[src/rtl/npc_unit_pkg.sv]
// Shared pipeline definitions for the next-PC logic: select encodings and reset vector.
package npc_unit_pkg;

    typedef enum logic [1:0] {
        NPC_SEQ = 2'b00,
        NPC_BR  = 2'b01,
        NPC_J   = 2'b10,
        NPC_JR  = 2'b11
    } npc_op_e;

    localparam logic [31:0] RESET_VECTOR = 32'h0000_3000;

    // Branch/jump displacement: word offset sign-extended and scaled to bytes.
    function automatic logic [31:0] br_disp(input logic [15:0] off);
        return {{14{off[15]}}, off, 2'b00};
    endfunction

endpackage

[src/rtl/npc_unit_calc.sv]
// Combinational next-PC computation: sequential, branch, 26-bit jump and register-jump targets.
module npc_calc
    import npc_unit_pkg::*;
(
    input  logic [31:0] pc,
    input  logic [1:0]  npc_op,
    input  logic [31:0] pc_d,
    input  logic [25:0] instr_index,
    input  logic [15:0] offset,
    input  logic [31:0] reg_target,
    input  logic        judge,
    output logic [31:0] npc
);

    logic [31:0] seq_pc;
    logic [31:0] pc_d4;
    logic [31:0] br_target;
    logic [31:0] j_target;

    // Target candidates; jump region bits come from the delay-slot address pc_d + 4.
    always_comb begin
        seq_pc    = pc + 32'd4;
        pc_d4     = pc_d + 32'd4;
        br_target = pc_d4 + br_disp(offset);
        j_target  = {pc_d4[31:28], instr_index, 2'b00};
    end

    // Next-PC select; judge only matters for a branch.
    always_comb begin
        npc = seq_pc;
        case (npc_op_e'(npc_op))
            NPC_SEQ: npc = seq_pc;
            NPC_BR:  npc = judge ? br_target : seq_pc;
            NPC_J:   npc = j_target;
            NPC_JR:  npc = reg_target;
            default: npc = seq_pc;
        endcase
    end

endmodule

[src/rtl/npc_unit.sv]
// Fetch-stage next-PC unit: owns the fetch PC register and wraps the target calculator.
module npc_unit
    import npc_unit_pkg::*;
#(
    parameter logic [31:0] RESET_PC = RESET_VECTOR
) (
    input  logic        clk,
    input  logic        reset,
    input  logic        pc_write,
    input  logic [1:0]  npc_op,
    input  logic [31:0] pc_d,
    input  logic [25:0] instr_index,
    input  logic [15:0] offset,
    input  logic [31:0] reg_target,
    input  logic        judge,
    output logic [31:0] pc,
    output logic [31:0] npc
);

    logic [31:0] fetch_pc_q;
    logic [31:0] fetch_pc_d;

    npc_calc u_calc (
        .pc          (fetch_pc_q),
        .npc_op      (npc_op),
        .pc_d        (pc_d),
        .instr_index (instr_index),
        .offset      (offset),
        .reg_target  (reg_target),
        .judge       (judge),
        .npc         (npc)
    );

    // Load the computed next PC unless the pipeline is stalled.
    always_comb begin
        fetch_pc_d = fetch_pc_q;
        if (pc_write) begin
            fetch_pc_d = npc;
        end
    end

    // Fetch PC register; active-low asynchronous reset to the reset vector.
    always_ff @(posedge clk or negedge reset) begin
        if (!reset) begin
            fetch_pc_q <= RESET_PC;
        end else begin
            fetch_pc_q <= fetch_pc_d;
        end
    end

    assign pc = fetch_pc_q;

endmodule

[config.mk]
export PLATFORM = sky130hd
export DESIGN_NAME = npc_unit
export DESIGN_NICKNAME = d
export VERILOG_FILES = /design/src/rtl/npc_unit_pkg.sv /design/src/rtl/npc_unit_calc.sv /design/src/rtl/npc_unit.sv
export SDC_FILE = /design/constraint.sdc
export NUM_CORES = 1
export LEC_CHECK = 0
export BUFFER_PORTS_ARGS = -buffer_cell sky130_fd_sc_hd__buf_2
export CAP_MARGIN = 20
export CORE_MARGIN = 3
export CORE_UTILIZATION = 55
export DETAILED_ROUTE_END_ITERATION = 8
export PLACE_DENSITY = 0.87
export SLEW_MARGIN = 20
export SYNTH_ARGS = -nofsm -noshare
export SYNTH_HDL_FRONTEND = slang
export SYNTH_SLANG_ARGS = --single-unit
[constraint.sdc]
create_clock -name clk -period 10.83 [get_ports clk]
set_clock_uncertainty 0.2 [all_clocks]
set_input_delay 1.083 -clock clk [delete_from_list [all_inputs] [get_ports clk]]
set_output_delay 1.083 -clock clk [all_outputs]
set_load 0.02 [all_outputs]
---- Yosys cells after proc, flatten, opt, wreduce, memory -nomap -nowiden ----
Cells that the tools add are included.
word-level totals
  input bits .............................. 112
  register bits after elaboration ......... 32
  logic and storage cells ................. 10
  output and inout bits ................... 64
operators by class
  $add $sub $neg .......................... 3
  eq/ne operators ......................... 3
  reduce and logical (&&, ||, !) cells .... 1
  muxes and demuxes ....................... 2
operators by type and width
  kind                                                 count
  one-hot mux 32 bit (4 select lines)                  1
  adder 32 x 3 -> 32 bit, second input constant        2
  adder 32 bit                                         1
  two-way mux 32 bit                                   1
  equality test 2 bit, second input constant           2
  equality test 2 x 1 -> 1 bit, second input constant  1
  zero test 2 bit                                      1

---- Longest topological paths before layout ----
Gate-level depths: netlist of the first run.
  word-level depth ........................ 4
  mapped depth ............................ 16
  gate-level depth less buffers ........... 15

---- By module ----
A second synthesis of the first run with hierarchy kept.
second synthesis, totals
  cell total of the unflattened synthesis .. 608
  area, all modules ....................... 4982.3 µm²
modules (own cells, without submodules)
  module    instances  area each (µm²)  seq. area each (µm²)  cells an instance
  npc_calc  1          3634.7           0.0                   540
  npc_unit  1          1347.5           803.3                 68

---- Worst setup path before layout of the first run ----
No wires, ideal clock.
  kind .................................... input to output
  start point ............................. input pc_d[2]
  end point ............................... output npc[22]
  buffers on the path ..................... 1
  data required time ...................... 9547 ps
  slack ................................... 5518 ps
  data arrival time ....................... 4029 ps
  stages .................................. 16
  cell sequence ........................... ha_1 -> and4_1 -> nand2b_1 -> nor2b_1 -> nand3_1 -> xnor2_1 -> ha_1 -> clkbuf_1 -> nand4_1 -> nor2_1 -> o2111ai_1 -> o211ai_2 -> o21bai_1 -> a21oi_1 -> nor3_1 -> o31ai_1
between the ends
  word-level cells in the longest chain between the ends .. 4
RTL lines
  element                              line                 RTL
  start, declared                      npc_unit.sv:11       input logic [31:0] pc_d,
  adder 32 x 3 -> 32 bit               npc_unit_calc.sv:23  pc_d4 = pc_d + 32'd4;
  adder 32 bit                         npc_unit_calc.sv:24  br_target = pc_d4 + br_disp(offset);
  two-way mux 32 bit                   npc_unit_calc.sv:33  NPC_BR: npc = judge ? br_target : seq_pc;
  one-hot mux 32 bit (4 select lines)  npc_unit_calc.sv:31  case (npc_op_e'(npc_op))
  end, declared                        npc_unit.sv:17       output logic [31:0] npc
Every way passes these cells.

---- Worst setup path in the final report of the first run ----
  start point ............................. input pc_d[7]
  end point ............................... output npc[23]
The elaborated chain is that of the path after synthesis.

==> impl_metrics.py, run 1 <==
metrics = {
    "run_status": {
        "outcome": "complete, no violations",
    },
    "sta": {
        "timing.final.hold_violations": 0,
        "fin_crit_ns": 5.95,
        "setup_viol": 0,
        "tns_ns": 0,
        "grt_setup_unrepaired": "no",
        "report.final.slew_viol_count": 0,
        "min_period_over_period_pct": 54.9,
        "max_slew_margin_pct": 45.1,
        "whs_ns": 0.331,
        "tightest_slew_ns": 0.824,
        "max_freq_mhz": 168,
    },
    "worst_hold_path": {
        "holdPathStages": 1,
        "min_to": "pc[1]$_DFFE_PN0P_",
        "hp-start": "pc[1]$_DFFE_PN0P_",
        "worstHoldPathType": "reg2reg",
    },
    "detailed_routing": {
        "route.antenna.remaining_nets": 0,
        "firstDrtPassIters": 5,
        "routed_wl_um": 17100,
        "wl_per_cell_um": 18.4,
        "vias_per_cell": 6.32,
        "vias": 5873,
        "drt_iter0_drc": 426,
        "drc": 0,
    },
    "worst_setup_path": {
        "r2r-end": "pc[31]$_DFFE_PN0P_",
        "timing.rr.start": "pc[12]$_DFFE_PN1P_",
        "rr_worst_depth": 8,
        "required_ns": 9.55,
        "critPathLaunchType": "primary input",
        "crit_path_end_kind": "output pin",
        "worstPathMaxFanout": 7,
        "cp_data_arrival_time_ns": 4.66,
        "reg2reg_setup_slack_ns": 8.19,
        "path_class": "in2out",
    },
    "global_routing": {
        "track_usage_pct": 31.1,
        "grt_pass1_wl_um": 26400,
        "grt_max_degree": 55,
        "overflow": 0,
        "antenna_found_initial": 0,
        "grt_pass1_vias": 5525,
    },
    "floorplan": {
        "io_pins": 176,
        "die_area_um2": 10400,
        "rows": 34,
        "initial_core_util_pct": 57.5,
        "coreArea_um2": 8850,
        "die_h_um": 102,
        "die_x_um": 102,
    },
    "yosys": {
        "avgSynthCellArea_um2": 7.64,
        "synth_fp_nets": 813,
        "yosysWarningCount": 0,
        "synth_edf_count": 0,
        "synth_flop_cell": "dfrtp_1",
        "synth-async-reset-ratio_pct": 100,
        "syn_inst": 666,
        "synth_area_um2": 5090,
        "yosysSeqAreaShare_pct": 15.8,
        "ys_types": 71,
        "synth_seq_cells": 32,
    },
    "cts": {
        "cts-resized-gates": 0,
        "max-clock-path-buffers": 2,
        "htreeDepth": 2,
        "cts.clk_slew.worst_paths_ns": 0.07,
        "cts_made_buffers": 5,
        "ctsHoldBuffers": 0,
        "insertion_delay_ns": 0.29,
        "cts_num_sinks": 32,
        "post_cts.repair.setup_buffers": 0,
        "cts-root-buf": "clkbuf_8",
        "cts_tree": "done",
    },
    "run": {
        "cap_violations": 0,
    },
    "placement": {
        "port_buffers": 175,
        "place_congestion": 0.981,
        "dp_cells": 922,
        "hpwl_um": 13600,
    },
    "final_layout": {
        "diodes": 0,
        "drive_above_1_share_pct": 28.3,
        "fillCellCount": 732,
        "fin_nets": 968,
        "largest_reg_flops": 32,
        "stdcell_count": 930,
        "area_growth_pct": 20.5,
    },
    "pwr": {
        "p_per_area_nw_per_um2": 109,
        "leakagePower_nw": 2.84,
        "ir_worst_vdd_mv": 0.0544,
    },
}
layout make-up:
cell class                 instances  area (µm²)  share of cell area (%)
clock buffer                       7        96.3                    1.57
clock inverter                     1        30.0                   0.490
inverter                          19        71.3                    1.16
multi-input combinational        585        4100                    66.8
sequential                        32         803                    13.1
tap                              108         135                    2.20
timing repair buffer             178         898                    14.6
cells in the mapped netlist, types with 5 or more instances:
cell type / instances / area share, %
o221ai_1: 6 / 1.0
and3_1: 17 / 2.1
xnor2_1: 44 / 7.6
mux2_2: 25 / 5.5
ha_1: 34 / 8.4
clkbuf_1: 24 / 1.8
and4_1: 9 / 1.5
o211ai_1: 10 / 1.5
o21bai_1: 10 / 1.5
mux2i_1: 22 / 4.3
a21oi_1: 55 / 5.4
xor2_1: 26 / 4.5
o21ai_0: 21 / 2.1
o31ai_1: 5 / 0.74
o21ai_1: 13 / 1.3
dfrtp_1: 30 / 15
nand3_1: 40 / 3.9
a22o_1: 7 / 1.2
nand2_1: 63 / 4.6
or3_1: 7 / 0.86
nor2b_1: 6 / 0.74
nor3_1: 11 / 1.1
nand4_1: 18 / 2.2
nor2_1: 49 / 3.6
inv_1: 18 / 1.3
a211oi_1: 8 / 1.2
a21o_1: 11 / 1.6
nand2b_1: 8 / 0.98
routing by layer:
layer	up-vias	track usage (%)	share of wire [%]
li1	2772	-	-
met1	2737	42.3	43
met2	326	50.2	45
met3	38	5.26	9.7
met4	0	10.3	2.4
met5	-	0	0
layout by cell type (no fill, tap or decap), types with 5 or more instances in the layout:
| master | Yosys | layout |
|---|---|---|
| inv_1 | 18 | 18 |
| xnor2_1 | 44 | 44 |
| a21o_1 | 11 | 11 |
| o21ai_1 | 13 | 13 |
| mux2_2 | 25 | 25 |
| o21ai_0 | 21 | 21 |
| and3_1 | 17 | 17 |
| nand2b_1 | 8 | 8 |
| nand3_1 | 40 | 40 |
| xor2_1 | 26 | 26 |
| nand2_1 | 63 | 63 |
| nor2_1 | 49 | 49 |
| o211ai_1 | 10 | 10 |
| ha_1 | 34 | 34 |
| clkbuf_8 | 0 | 7 |
| nor3_1 | 11 | 11 |
| mux2i_1 | 22 | 22 |
| buf_2 | 3 | 175 |
| o31ai_1 | 5 | 5 |
| a21oi_1 | 55 | 55 |
| nand4_1 | 18 | 18 |
| o21bai_1 | 10 | 10 |
| o221ai_1 | 6 | 6 |
| a22o_1 | 7 | 7 |
| or3_1 | 7 | 7 |
| a211oi_1 | 8 | 8 |
| and4_1 | 9 | 9 |
| dfrtp_1 | 30 | 30 |
| nor2b_1 | 6 | 6 |
worst max-delay path: stages:
cell and delay (ns):
buf_2 0.12, nand3_1 0.15, nor3_1 0.62, nand2_1 0.16, xnor2_1 0.16, ha_1 0.39
and3_1 0.22, and4_1 0.23, o21ai_2 0.11, a2111o_1 0.46, a21oi_1 0.20, a31oi_1 0.08
o211ai_1 0.24, a21boi_1 0.24, buf_2 0.20
per-stage QoR:
stage               area, µm²  total power [W]  setup WS, ns  util, %
finish                   6130         0.000670          4.88     69.3
global route             6130         0.000707          4.63     69.3
CTS                      6130         0.000663          4.96     69.3
detailed placement       6010         0.000532          4.97     67.9
global placement         6010         0.000522          5.05     67.9
floorplan                5090         0.000409          5.52        -
where the power goes:
group	switching, W	internal [W]
combinational	0.000220	0.000143
sequential	0.0000341	0.000142
clock	0.0000495	0.0000812
total	0.000304	0.000367
cell families after synthesis:
kind of cell | after synthesis | share of synthesized area [%]
simple gates | 248 | 25.3
compound gates | 184 | 24.2
xor+xnor | 70 | 12.0
buf+inv | 49 | 3.69
mux | 48 | 10.2
fa+ha+maj | 35 | 8.75
flops | 32 | 15.8
worst max path at each step:
| stage | start | to | slack (ns) | cells after the start |
|---|---|---|---|---|
| detailed placement | pc_d[7] | npc[22] | 4.97 | 16 |
| CTS | pc_d[7] | npc[22] | 4.96 | 16 |
| finish | pc_d[7] | npc[23] | 4.88 | 15 |
| global route | pc_d[7] | npc[22] | 4.63 | 16 |
| floorplan | pc_d[2] | npc[22] | 5.52 | 16 |
| global placement | pc_d[7] | npc[22] | 5.05 | 15 |
No activity file was read; power rests on OpenSTA's default activity.
==> inputs of run 2 (changes only) <==
--- a/config.mk
+++ b/config.mk
@@ -8,9 +8,9 @@
 export BUFFER_PORTS_ARGS = -buffer_cell sky130_fd_sc_hd__buf_2
 export CAP_MARGIN = 20
 export CORE_MARGIN = 3
-export CORE_UTILIZATION = 55
+export CORE_UTILIZATION = 47
 export DETAILED_ROUTE_END_ITERATION = 8
-export PLACE_DENSITY = 0.87
+export PLACE_DENSITY = 0.79
 export SLEW_MARGIN = 20
 export SYNTH_ARGS = -nofsm -noshare
 export SYNTH_HDL_FRONTEND = slang
==> constraint.sdc (replaced) <==
create_clock -name clk -period 4.9 [get_ports clk]
set_clock_uncertainty 0.2 [all_clocks]
set_input_delay 0.49 -clock clk [delete_from_list [all_inputs] [get_ports clk]]
set_output_delay 0.49 -clock clk [all_outputs]
set_load 0.02 [all_outputs]
==> run 2 against run 1 <==
- cell count increased by 3.2%
- largest power group unchanged
- highest routed layer unchanged
- critical path depth increased by 2
- critical path type unchanged
- combinational power increased by 120%
==> impl_metrics.py, run 2 (synthesis gave the netlist of run 1 again) <==
metrics = {
    "cts": {
        "cts.clk_slew.worst_paths_ns": 0.07,
        "htreeDepth": 2,
        "cts_num_sinks": 32,
        "cts-root-buf": "clkbuf_8",
        "cts_tree": "done",
        "cts-resized-gates": 0,
        "insertion_delay_ns": 0.29,
        "ctsHoldBuffers": 0,
        "max-clock-path-buffers": 2,
        "post_cts.repair.setup_buffers": 0,
        "cts_made_buffers": 5,
    },
    "detailed_routing": {
        "route.antenna.remaining_nets": 0,
        "vias_per_cell": 5.94,
        "drc": 0,
        "routed_wl_um": 16100,
        "firstDrtPassIters": 5,
        "vias": 5704,
        "drt_iter0_drc": 441,
        "wl_per_cell_um": 16.8,
    },
    "worst_setup_path": {
        "path_class": "in2out",
        "crit_path_max_incr_delay_ns": 0.42,
        "crit_slowest_cell": "ha_1",
        "crit_chain": "buf_2 > ha_1 > and4_1 > nand2b_1 > nor2b_1 > nand3_1 > xnor2_1 > ha_1 > nand4_1 > nor2_1 > o2111ai_1 > o211ai_2 > o21bai_1 > and3_1 > nor3_1 > o31ai_1 > buf_2",
        "required_ns": 4.21,
        "cp_data_arrival_time_ns": 3.95,
        "worstPathMaxFanout": 8,
        "critPathLaunchType": "primary input",
        "crit_path_end_kind": "output pin",
    },
    "pwr": {
        "p_per_area_nw_per_um2": 232,
        "leakagePower_nw": 2.84,
        "ir_worst_vdd_mv": 0.147,
        "totalPowerFinal_w": 0.00143,
    },
    "final_layout": {
        "area_growth_pct": 21.1,
        "fin_nets": 970,
        "diodes": 0,
        "fin_util_pct": 59.2,
        "drive_above_1_share_pct": 28.4,
        "final_cell_mix": "175 x buf_2, 63 x nand2_1, 55 x a21oi_1",
        "largest_reg_flops": 32,
        "layout_commonest_cell": "buf_2",
        "fillCellCount": 1002,
    },
    "sta": {
        "setup_viol": 0,
        "min_period_over_period_pct": 94.6,
        "setup_slack_ns": 0.264,
        "max_slew_margin_pct": 44.9,
        "report.final.slew_viol_count": 0,
        "timing.final.hold_violations": 0,
        "grt_setup_unrepaired": "no",
        "fin_crit_ns": 4.64,
        "tightest_slew_ns": 0.827,
        "max_freq_mhz": 216,
        "tns_ns": 0,
    },
    "floorplan": {
        "die_h_um": 110,
        "initial_core_util_pct": 48.9,
        "die_x_um": 110,
        "die_area_um2": 12100,
        "rows": 37,
        "io_pins": 176,
        "coreArea_um2": 10400,
    },
    "run": {
        "cap_violations": 0,
    },
    "global_routing": {
        "grt_pass1_wl_um": 24700,
        "track_usage_pct": 25.6,
        "overflow": 0,
        "antenna_found_initial": 0,
        "grt_pass1_vias": 5075,
        "grt_max_degree": 54,
    },
    "placement": {
        "hpwl_um": 13000,
        "port_buffers": 175,
        "pre_cts_slack_ns": 0.387,
        "place_congestion": 0.940,
    },
    "run_status": {
        "outcome": "complete, no violations",
    },
    "worst_hold_path": {
        "worstHoldPathType": "in2async",
    },
}
-- run 2: changes by cell type in the layout (fill, tap and decap cells not counted), sizes merged --
cell,before,now
clkbuf,7,6
clkinv,1,2
buf,178,180
-- run 2: path summary, 6_finish.rpt --
| path | cells after the start | to | start | slack (ns) |
|---|---|---|---|---|
| setup / recovery | 17 | npc[22] | pc_d[2] | 0.26 |
| min in group clk | 1 | pc[1]$_DFFE_PN0P_ | pc[1]$_DFFE_PN0P_ | 0.34 |
| hold / removal | 1 | pc[3]$_DFFE_PN0P_ | reset | 0.06 |
| hold reg to reg | 1 | pc[1]$_DFFE_PN0P_ | pc[1]$_DFFE_PN0P_ | 0.34 |
| setup reg to reg | 8 | pc[31]$_DFFE_PN0P_ | pc[12]$_DFFE_PN1P_ | 2.32 |
| max in group asynchronous | 1 | pc[22]$_DFFE_PN0P_ | reset | 3.95 |
-- run 2: per-stage QoR --
stage / hold WS, ns / instances / cell area, µm²
after CTS: 0.0915 / 960 / 6160
final: 0.0586 / 960 / 6160
after global routing: 0.121 / 960 / 6160
after detailed placement: 0.324 / 952 / 6060
after global placement: 0.315 / 952 / 6060
after floorplan: -0.00559 / 666 / 5090
-- run 2: cell type report --
class	instances	area [µm²]	share of cell area (%)
Clock buffer	6	72.6	1.18
Clock inverter	2	35.0	0.568
Inverter	19	71.3	1.16
Multi-Input combinational cell	585	4100	66.5
Sequential cell	32	803	13.0
Tap cell	136	170	2.76
Timing Repair Buffer	180	913	14.8
-- run 2: worst max-delay path, delay by kind of cell --
| family | cells | cell delay [ns] |
|---|---|---|
| buffers and inverters | 2 | 0.31 |
| adders and majority gates | 2 | 0.62 |
| AOI/OAI and AO/OA | 4 | 0.58 |
| xor gates and xnor gates | 1 | 0.15 |
| and+or+nand+nor | 8 | 1.79 |
-- run 2: metal layers --
metal	global-route usage (%)	vias to the layer above	wire length, µm
li1	-	2796	-
met1	36.6	2650	7260
met2	40.6	234	7220
met3	3.20	24	1340
met4	6.77	0	262
met5	0	-	0
-- run 2: power breakdown --
part | internal, W | switching [W] | total [W]
Combinational | 0.000317 | 0.000476 | 0.000792
Clock | 0.000151 | 0.000101 | 0.000252
Sequential | 0.000315 | 0.0000720 | 0.000387
Total | 0.000782 | 0.000649 | 0.00143
